## src/rtl/evolve_scheduler_pkg.sv

```systemverilog
// Shared constants, FSM encoding and neighbour-offset tables for the Life scheduler.
// Contents: ADDR_WIDTH, MODE_EDIT, NBR_COUNT, state_t, DIR_* codes, off_x()/off_y().
// No ports; imported by evolve_scheduler and wrap_offset.
package evolve_scheduler_pkg;

  localparam int ADDR_WIDTH = 8;
  localparam logic MODE_EDIT = 1'b1;
  localparam int NBR_COUNT = 9;

  typedef enum logic [2:0] {
    ST_IDLE      = 3'd0,
    ST_RD        = 3'd1,
    ST_EVAL      = 3'd2,
    ST_WAIT_SWAP = 3'd3,
    ST_ED_RD     = 3'd4,
    ST_ED_WAIT   = 3'd5,
    ST_ED_WR     = 3'd6
  } state_t;

  // Two's-complement style step direction fed to wrap_offset.
  localparam logic [1:0] DIR_ZERO = 2'b00;
  localparam logic [1:0] DIR_POS  = 2'b01;
  localparam logic [1:0] DIR_NEG  = 2'b11;

  // Read order: centre first, then the 8 neighbours row by row from the top-left.
  function automatic logic [1:0] off_x(input logic [3:0] k);
    case (k)
      4'd1, 4'd4, 4'd6: off_x = DIR_NEG;
      4'd3, 4'd5, 4'd8: off_x = DIR_POS;
      default:          off_x = DIR_ZERO;
    endcase
  endfunction

  function automatic logic [1:0] off_y(input logic [3:0] k);
    case (k)
      4'd1, 4'd2, 4'd3: off_y = DIR_NEG;
      4'd6, 4'd7, 4'd8: off_y = DIR_POS;
      default:          off_y = DIR_ZERO;
    endcase
  endfunction

endpackage

```

## src/rtl/wrap_offset.sv

```systemverilog
// Toroidal coordinate stepper: coord + dir wrapped into [0, LIMIT-1], no divider.
// Ports: coord (in), dir (in, DIR_NEG/DIR_ZERO/DIR_POS), result (out, combinational).
// Purely combinational, zero latency.
module wrap_offset
  import evolve_scheduler_pkg::*;
#(
  parameter int LIMIT = 8
) (
  input  logic [ADDR_WIDTH-1:0] coord,
  input  logic [1:0]            dir,
  output logic [ADDR_WIDTH-1:0] result
);

  localparam logic [ADDR_WIDTH-1:0] LAST = ADDR_WIDTH'(LIMIT - 1);
  localparam logic [ADDR_WIDTH-1:0] ONE  = ADDR_WIDTH'(1);

  always_comb begin
    result = coord;
    case (dir)
      DIR_NEG: result = (coord == '0)   ? LAST : coord - ONE;
      DIR_POS: result = (coord == LAST) ? '0   : coord + ONE;
      default: result = coord;
    endcase
  end

endmodule

```

## src/rtl/evolve_scheduler.sv

```systemverilog
// Life generation sequencer over a ping-pong 1-bit cell memory, plus edit-mode cursor toggle.
// Ports: clk/rst, mode/step_tick/frame_start/edit_toggle/cur_x/cur_y controls, mem_rd_* / mem_wr_*
// to the external cell memory, disp_bank, busy, overrun, generation status. 10 cycles per cell.
module evolve_scheduler
  import evolve_scheduler_pkg::*;
#(
  parameter int MAP_WIDTH  = 8,
  parameter int MAP_HEIGHT = 8,
  parameter int GEN_W      = 16
) (
  input  logic                  clk,
  input  logic                  rst,
  input  logic                  mode,
  input  logic                  step_tick,
  input  logic                  frame_start,
  input  logic                  edit_toggle,
  input  logic [ADDR_WIDTH-1:0] cur_x,
  input  logic [ADDR_WIDTH-1:0] cur_y,
  output logic [ADDR_WIDTH-1:0] mem_rd_x,
  output logic [ADDR_WIDTH-1:0] mem_rd_y,
  output logic                  mem_rd_bank,
  input  logic                  mem_rd_data,
  output logic                  mem_wr_en,
  output logic [ADDR_WIDTH-1:0] mem_wr_x,
  output logic [ADDR_WIDTH-1:0] mem_wr_y,
  output logic                  mem_wr_bank,
  output logic                  mem_wr_data,
  output logic                  disp_bank,
  output logic                  busy,
  output logic                  overrun,
  output logic [GEN_W-1:0]      generation
);

  localparam logic [ADDR_WIDTH-1:0] X_LAST = ADDR_WIDTH'(MAP_WIDTH - 1);
  localparam logic [ADDR_WIDTH-1:0] Y_LAST = ADDR_WIDTH'(MAP_HEIGHT - 1);
  localparam logic [ADDR_WIDTH-1:0] ONE    = ADDR_WIDTH'(1);
  localparam logic [3:0]            K_LAST = 4'(NBR_COUNT - 1);

  state_t                  state, state_nxt;
  logic [ADDR_WIDTH-1:0]   x, y, ed_x, ed_y;
  logic [ADDR_WIDTH-1:0]   nb_x, nb_y;
  logic [3:0]              k, n, n_total;
  logic                    centre, ed_data, next_cell, last_cell, edit_mode;

  assign edit_mode = (mode == MODE_EDIT);
  // The k=8 datum lands in EVAL itself, so it is folded in combinationally.
  assign n_total   = n + {3'b000, mem_rd_data};
  assign next_cell = (n_total == 4'd3) | (centre & (n_total == 4'd2));
  assign last_cell = (x == X_LAST) && (y == Y_LAST);

  wrap_offset #(.LIMIT(MAP_WIDTH))  u_wrap_x (.coord(x), .dir(off_x(k)), .result(nb_x));
  wrap_offset #(.LIMIT(MAP_HEIGHT)) u_wrap_y (.coord(y), .dir(off_y(k)), .result(nb_y));

  always_ff @(posedge clk) begin
    if (!rst) state <= ST_IDLE;
    else      state <= state_nxt;
  end

  always_comb begin
    state_nxt = state;
    case (state)
      ST_IDLE: begin
        if (!edit_mode && step_tick)      state_nxt = ST_RD;
        else if (edit_mode && edit_toggle) state_nxt = ST_ED_RD;
      end
      ST_RD: begin
        if (edit_mode)        state_nxt = ST_IDLE;
        else if (k == K_LAST) state_nxt = ST_EVAL;
      end
      ST_EVAL: begin
        if (edit_mode)      state_nxt = ST_IDLE;
        else if (last_cell) state_nxt = ST_WAIT_SWAP;
        else                state_nxt = ST_RD;
      end
      ST_WAIT_SWAP: begin
        if (edit_mode || frame_start) state_nxt = ST_IDLE;
      end
      ST_ED_RD:   state_nxt = ST_ED_WAIT;
      ST_ED_WAIT: state_nxt = ST_ED_WR;
      ST_ED_WR:   state_nxt = ST_IDLE;
      default:    state_nxt = ST_IDLE;
    endcase
  end

  always_comb begin
    busy        = (state != ST_IDLE);
    mem_rd_bank = disp_bank;
    mem_rd_x    = '0;
    mem_rd_y    = '0;
    mem_wr_en   = 1'b0;
    mem_wr_x    = '0;
    mem_wr_y    = '0;
    mem_wr_bank = 1'b0;
    mem_wr_data = 1'b0;
    case (state)
      ST_RD: begin
        mem_rd_x = nb_x;
        mem_rd_y = nb_y;
      end
      ST_ED_RD: begin
        mem_rd_x = cur_x;
        mem_rd_y = cur_y;
      end
      ST_EVAL: begin
        mem_wr_en   = 1'b1;
        mem_wr_x    = x;
        mem_wr_y    = y;
        mem_wr_bank = ~disp_bank;
        mem_wr_data = next_cell;
      end
      ST_ED_WR: begin
        mem_wr_en   = 1'b1;
        mem_wr_x    = ed_x;
        mem_wr_y    = ed_y;
        mem_wr_bank = disp_bank;
        mem_wr_data = ~ed_data;
      end
      default: ;
    endcase
  end

  always_ff @(posedge clk) begin
    if (!rst) begin
      x          <= '0;
      y          <= '0;
      k          <= '0;
      n          <= '0;
      centre     <= 1'b0;
      ed_x       <= '0;
      ed_y       <= '0;
      ed_data    <= 1'b0;
      disp_bank  <= 1'b0;
      generation <= '0;
      overrun    <= 1'b0;
    end else begin
      if (step_tick && (state != ST_IDLE)) overrun <= 1'b1;
      case (state)
        ST_IDLE: begin
          if (!edit_mode && step_tick) begin
            x <= '0;
            y <= '0;
            k <= '0;
          end
        end
        ST_RD: begin
          k <= k + 4'd1;
          // Datum for read k arrives while k+1 is being issued.
          if (k == 4'd0)      n <= '0;
          else if (k == 4'd1) centre <= mem_rd_data;
          else                n <= n + {3'b000, mem_rd_data};
        end
        ST_EVAL: begin
          k <= '0;
          if (x == X_LAST) begin
            x <= '0;
            y <= (y == Y_LAST) ? '0 : y + ONE;
          end else begin
            x <= x + ONE;
          end
        end
        ST_WAIT_SWAP: begin
          if (!edit_mode && frame_start) begin
            disp_bank  <= ~disp_bank;
            generation <= generation + GEN_W'(1);
          end
        end
        ST_ED_RD: begin
          ed_x <= cur_x;
          ed_y <= cur_y;
        end
        ST_ED_WAIT: ed_data <= mem_rd_data;
        default: ;
      endcase
    end
  end

endmodule

```

## config.mk

```make
export PLATFORM = sky130hd
export DESIGN_NAME = evolve_scheduler
export DESIGN_NICKNAME = d
export VERILOG_FILES = /design/src/rtl/evolve_scheduler_pkg.sv /design/src/rtl/wrap_offset.sv /design/src/rtl/evolve_scheduler.sv
export SDC_FILE = /design/constraint.sdc
export NUM_CORES = 1
export LEC_CHECK = 0
export ABC_AREA = 1
export BUFFER_PORTS_ARGS = -buffer_cell sky130_fd_sc_hd__buf_2
export CORE_MARGIN = 2
export CORE_UTILIZATION = 59
export CTS_BUF_LIST = sky130_fd_sc_hd__clkbuf_2
export DETAILED_ROUTE_END_ITERATION = 6
export PLACE_DENSITY = 0.81
export SLEW_MARGIN = 20
export SYNTH_ARGS = -nofsm -noshare
export SYNTH_HDL_FRONTEND = slang
export SYNTH_HIERARCHICAL = 1
export SYNTH_SLANG_ARGS = --single-unit
```

## constraint.sdc

```tcl
create_clock -name clk -period 2.77 [get_ports clk]
set_clock_uncertainty 0.15 [all_clocks]
set_input_delay 0.554 -clock clk [delete_from_list [all_inputs] [get_ports clk]]
set_output_delay 0.554 -clock clk [all_outputs]
set_load 0.05 [all_outputs]
```

# Yosys cells after proc, flatten, opt, wreduce, memory -nomap -nowiden
# Cells that the tools add are included.
[classes] n_mux=31 add_sub_neg=7 n_bitwise=5 reduce_logical=26 eq_ne=28
[op_table] operator="case mux 8 bit (2 select lines)" n=8
[op_table] operator="two-way mux 8 bit" n=6
[op_table] operator="case mux 3 bit (6 select lines)" n=1
[op_table] operator="adder 16 x 1 -> 16 bit (second input constant)" n=1
[op_table] operator="adder 8 x 1 -> 8 bit (second input constant)" n=2
[op_table] operator="equality test 4 x 2 -> 1 bit (second input constant)" n=4
[op_table] operator="equality test 4 x 3 -> 1 bit (second input constant)" n=4
[op_table] operator="equality test 8 x 3 -> 1 bit (second input constant)" n=2
[op_table] operator="zero test 8 bit" n=2
[op_table] operator="subtractor 8 x 1 -> 8 bit (second input constant)" n=2
[op_table] operator="two-way mux 3 bit" n=5
[op_table] operator="two-way mux 4 bit" n=3
[op_table] operator="case mux 4 bit (3 select lines)" n=1
[op_table] operator="OR reduction 3 bit" n=4
[op_table] operator="equality test 3 bit (second input constant)" n=3
[op_table] operator="AND reduction 3 bit" n=3
[op_table] operator="inequality test 2 bit (second input constant)" n=4
[op_table] operator="case mux 2 bit (2 select lines)" n=2
[op_table] operator="AND reduction 2 bit" n=4
[op_table] operator="equality test 3 x 2 -> 1 bit (second input constant)" n=2
[op_table] operator="inequality test 3 bit (second input constant)" n=2
[op_table] operator="nonzero test 3 bit" n=2
[op_table] operator="logical AND 1 bit" n=5
[op_table] operator="adder 4 x 1 -> 4 bit" n=1
[op_table] operator="18 further kinds" n=24
[totals] ff_bits=63 wordCells=109 inputBits=23 output_inout_bits=55

# Depth between registers and ports, before layout
[logic_depth] depth_word=6 mapped_depth=14

# Hierarchy
# Netlist, hierarchy kept.
[modules_own_cells] mod="evolve_scheduler" seq_area_each_um2=1261.2 n_inst=1 cells_each=553 area_per_inst_um2=3503.4
[modules_own_cells] mod="wrap_offset at u_wrap_x" seq_area_each_um2=0.0 n_inst=1 cells_each=99 area_per_inst_um2=565.5
[modules_own_cells] mod="wrap_offset at u_wrap_y" seq_area_each_um2=0.0 n_inst=1 cells_each=107 area_per_inst_um2=514.2

# Worst setup path before layout
# OpenSTA, ideal clock, no wires.
[synth_timing] path_kind="reg-to-output" start="register k[0]" end="output mem_rd_y[3]" path_slack_ns=-0.015 path_buffers=1 path_stages_with_launch=13 t_required_ns=2.066 arrival_ns=2.081 cell_sequence="dfxtp_1 inv_1 ha_1 inv_1 o211ai_1 nand3b_1 buf_6 inv_1 nor2_1 nand3_1 nand3_1 nand2_1 nand2_1"
[synth_between] elab_chain_len=6
[synth_lines] element="start: declaration" line_no="evolve_scheduler.sv:42" source="logic [3:0] k, n, n_total;"
[synth_lines] element="start signal: assignment" line_no="evolve_scheduler.sv:146" source="k <= k + 4'd1;"
[synth_lines] element="equality test 4 bit (tied with other cells)" line_no="evolve_scheduler_pkg.sv:35" source="case (k)"
[synth_lines] element="OR reduction 3 bit" line_no="evolve_scheduler_pkg.sv:35"
[synth_lines] element="case mux 2 bit (2 select lines) *" line_no="evolve_scheduler_pkg.sv:35"
[synth_lines] element="equality test 2 x 1 -> 1 bit / equality test 2 bit (equally long branches)" line_no="wrap_offset.sv:19" source="case (dir)"
[synth_lines] element="case mux 8 bit (2 select lines) *" line_no="wrap_offset.sv:19"
[synth_lines] element="via nb_y[3]" line_no="evolve_scheduler.sv:41" source="logic [ADDR_WIDTH-1:0] nb_x, nb_y;"
[synth_lines] element="case mux 8 bit (2 select lines) *" line_no="evolve_scheduler.sv:95" source="case (state)"
[synth_lines] element="end: declaration" line_no="evolve_scheduler.sv:20" source="output logic [ADDR_WIDTH-1:0] mem_rd_y,"
# The timed path passes the listed nets; every way through them passes the cells marked *.

# Worst setup path in the final report
# Same ends and word-level chain as after synthesis.

==> out/metrics.csv <==
stage,metric,value,unit
outcome,status,"complete, but fails checks",
outcome,violations,setup timing,
critical_path,reg2reg_from,x[2],
timing,worst_pin_slew,0.660,ns
worst_hold_path,hold_start,step_tick,
timing,relSlewSlack,0.560,
global_route,gr-usage-all-layers,0.329,
synthesis,synth_compound_area_frac,0.120,
synthesis,ys_ff_latch,63,
critical_path,slowest_delay,0.42,ns
drt,vias_per_cell,5.55,
critical_path,critical_path_required,2.07,ns
worst_hold_path,holdPathEnd,overrun,
timing,holdWs,0.135,ns
power,ir_drop,0.386,mV
synthesis,synthTopCellsByArea,"dfxtp_1 28%, nand2_1 19%, nand3_1 10%",
timing,slew_viol_final,0,
critical_path,critPathLaunchType,flip-flop,
finish,area_growth_syn_to_layout,26.3,%
clock_network,cts_hold_buf,0,
synthesis,yosys_warnings,6,
timing,setup_ws,-0.436,ns
timing,rsz0062_at_grt,yes,
finish,fin_area,5790,um^2
synthesis,netlist.area_leader.share,0.275,
drt,drt-wirelength-per-cell,14.4,um
place,dp_cells,950,
synthesis,synthDistinctLibCells,34,
finish,drive_gt1_frac,0.257,
worst_hold_path,hp-class,in2reg,
critical_path,cp_max_fo,6,
finish,layoutNonFillerInstCount,975,
finish,diodes,0,
global_route,grt_max_degree,22,
drt,drc,0,
finish,finalNetCount,906,
synthesis,post-synth-top-count-cell,nand2_1,
die,initial_utilization,0.602,
critical_path,cp_slowest_cell,dfxtp_4,
clock_network,insertion_delay,0.52,ns
drt,drt-pass1-iter-count,6,
clock_network,path_clk_slew,0.21,ns
synthesis,ys.flop_type,dfxtp_1,
critical_path,cp_num_buf_inv,5,
drt,ant_nets,0,
synthesis,synth.area.mux_share,0,
drt,vias,5416,
synthesis,yosys-top-cells-count,"230 x nand2_1, 94 x nand3_1, 83 x nor2_1, 79 x inv_1, 63 x dfxtp_1",
die,dieArea,8490,um^2
critical_path,end_kind,primary output,
global_route,grt_pass1_vias,4950,
critical_path,path_delay_family,simple AND/OR/NAND/NOR gates,
place,port_buffers,77,
die,die_y,92.1,um
global_route,grt_pass1_wl,22700,um
clock_network,cts_buffer_depth,2,
synthesis,syn_inst,759,
synthesis,yosysTopAreaCell,dfxtp_1,
place,dpl_cell_area,5240,um^2
power,power_density,463,nW/um^2
clock_network,cts-buffers-inserted,9,
critical_path,reg2reg_depth,6,
critical_path,r2r_slack,0.73,ns
clock_network,clock_sinks,63,
critical_path,reg2reg_to,y[1],
drt,drt_iter0_drc,389,
job,maxCapViolCount,0,
global_route,overflow,0,
synthesis,synth_xor_area_frac,0.0172,
die,ios,78,
synthesis,synth_top_family_by_area,simple AND/OR/NAND/NOR gates,
synthesis,avgSynthCellArea,6.04,um^2
place,place_congestion,0.923,
worst_hold_path,holdPathStages,3,
critical_path,worst-setup-path-type,reg2out,
die,fp.coreArea,7610,um^2
power,power_leakage,2.67,nW
synthesis,netlist_area,4580,um^2
die,row_count,32,
place,dp_hpwl,10200,um
clock_network,clockRootBuffer,clkbuf_2,
clock_network,cts_tree,yes,
synthesis,synth-edff-count,0,
critical_path,path_cells,inv_4 > ha_4 > inv_2 > o211ai_1 > nand3b_1 > inv_1 > nor2_1 > buf_4 > nand3_2 > nand3_2 > nand2_2 > nand2_2 > buf_8,
timing,hold_viol_final,0,
timing,fmax,312,MHz
synthesis,synth_simple_gate_area_frac,0.450,
global_route,antenna_found_initial,0,
synthesis,synth_fa_ha_area_frac,0.0410,
synthesis,synth-seq-area-share,0.275,
drt,drt_wl_total,14000,um
synthesis,async_reset_ff_frac,0,
timing,finalSetupViolCount,16,
timing,period_minus_slack,3.21,ns
die,die_w,92.1,um
synthesis,synth_fp_nets,797,
clock_network,htree_levels,3,
critical_path,arrival,2.50,ns
power,power.total,2.68,mW
timing,period_share,1.16,
[state kept, by name, summed over array words and instances, names as in the netlist, 3 cells and up]
name        flops
n               4
k               4
state           3
ed_y            8
y               8
x               8
generation     16
ed_x            8
[what timing repair did]
action	CTS	global route
setup endpoints to repair	22	25
pin swaps	31	11
resized for setup	83	27
setup buffers	6	5
[cells by family after synthesis]
kind of cell / Yosys count
adders and majority gates: 15
AOI/OAI and AO/OA: 103
buffers and inverters: 104
and+or+nand+nor: 465
DFF: 63
xor gates and xnor gates: 9
[routing by layer]
| metal | routed length, um | up-vias | global-route usage |
|---|---|---|---|
| met3 | 909 | 47 | 0.0583 |
| li1 | - | 2687 | - |
| met1 | 6090 | 2459 | 0.413 |
| met2 | 6590 | 223 | 0.553 |
| met5 | 0 | - | 0 |
| met4 | 458 | 0 | 0.142 |
[cells in the final DEF, fill, tap and decap left out, types with 18 or more instances in the layout]
cell type / count
nand4_1: 18
nand3_2: 20
nand2_2: 21
nand3_1: 76
buf_2: 58
nor2_1: 81
a21oi_1: 48
o21ai_0: 41
inv_1: 71
buf_4: 40
nand2_1: 215
dfxtp_1: 58
[worst min-delay path: stages]
cell and delay (ns):
buf_2 0.09, a21oi_1 0.06, nor2_1 0.07
[layout make-up]
cell class | count | area, um^2
clock buffers | 10 | 50.0
clock inverters | 6 | 70.1
fillers | 618 | 1820
inverters | 82 | 318
multi-input cells | 592 | 3090
flip-flops and latches | 63 | 1270
well taps | 102 | 128
repair buffers | 120 | 862
[worst max-delay path by stage]
stage / slack (ns) / depth (start not counted) / to / startpoint
after floorplan: 0.009 / 12 / mem_rd_y[1] / k[0]
after global placement: 0.08 / 14 / mem_rd_x[3] / k[1]
after detailed placement: 0.003 / 15 / mem_rd_x[0] / k[0]
after CTS: -0.38 / 13 / mem_rd_y[3] / k[0]
after global routing: -0.61 / 14 / mem_rd_y[2] / k[0]
final: -0.44 / 13 / mem_rd_y[3] / k[0]
[through the flow]
stage                     utilization  TNS, ns  worst slack [ns]
after CTS                       0.746    -5.51            -0.378
after floorplan                     -        0           0.00874
after global routing            0.761    -9.04            -0.613
after detailed placement        0.689        0           0.00288
final                           0.761    -6.28            -0.436
after global placement          0.689        0            0.0850
[where the power goes]
part / internal [mW] / total (mW) / switching [mW] / leakage (nW)
Clock: 0.216 / 0.604 / 0.388 / 0.0648
Combinational: 0.360 / 1.06 / 0.704 / 2.10
Sequential: 0.965 / 1.01 / 0.0437 / 0.513
No activity file was read; power rests on OpenSTA's default activity.
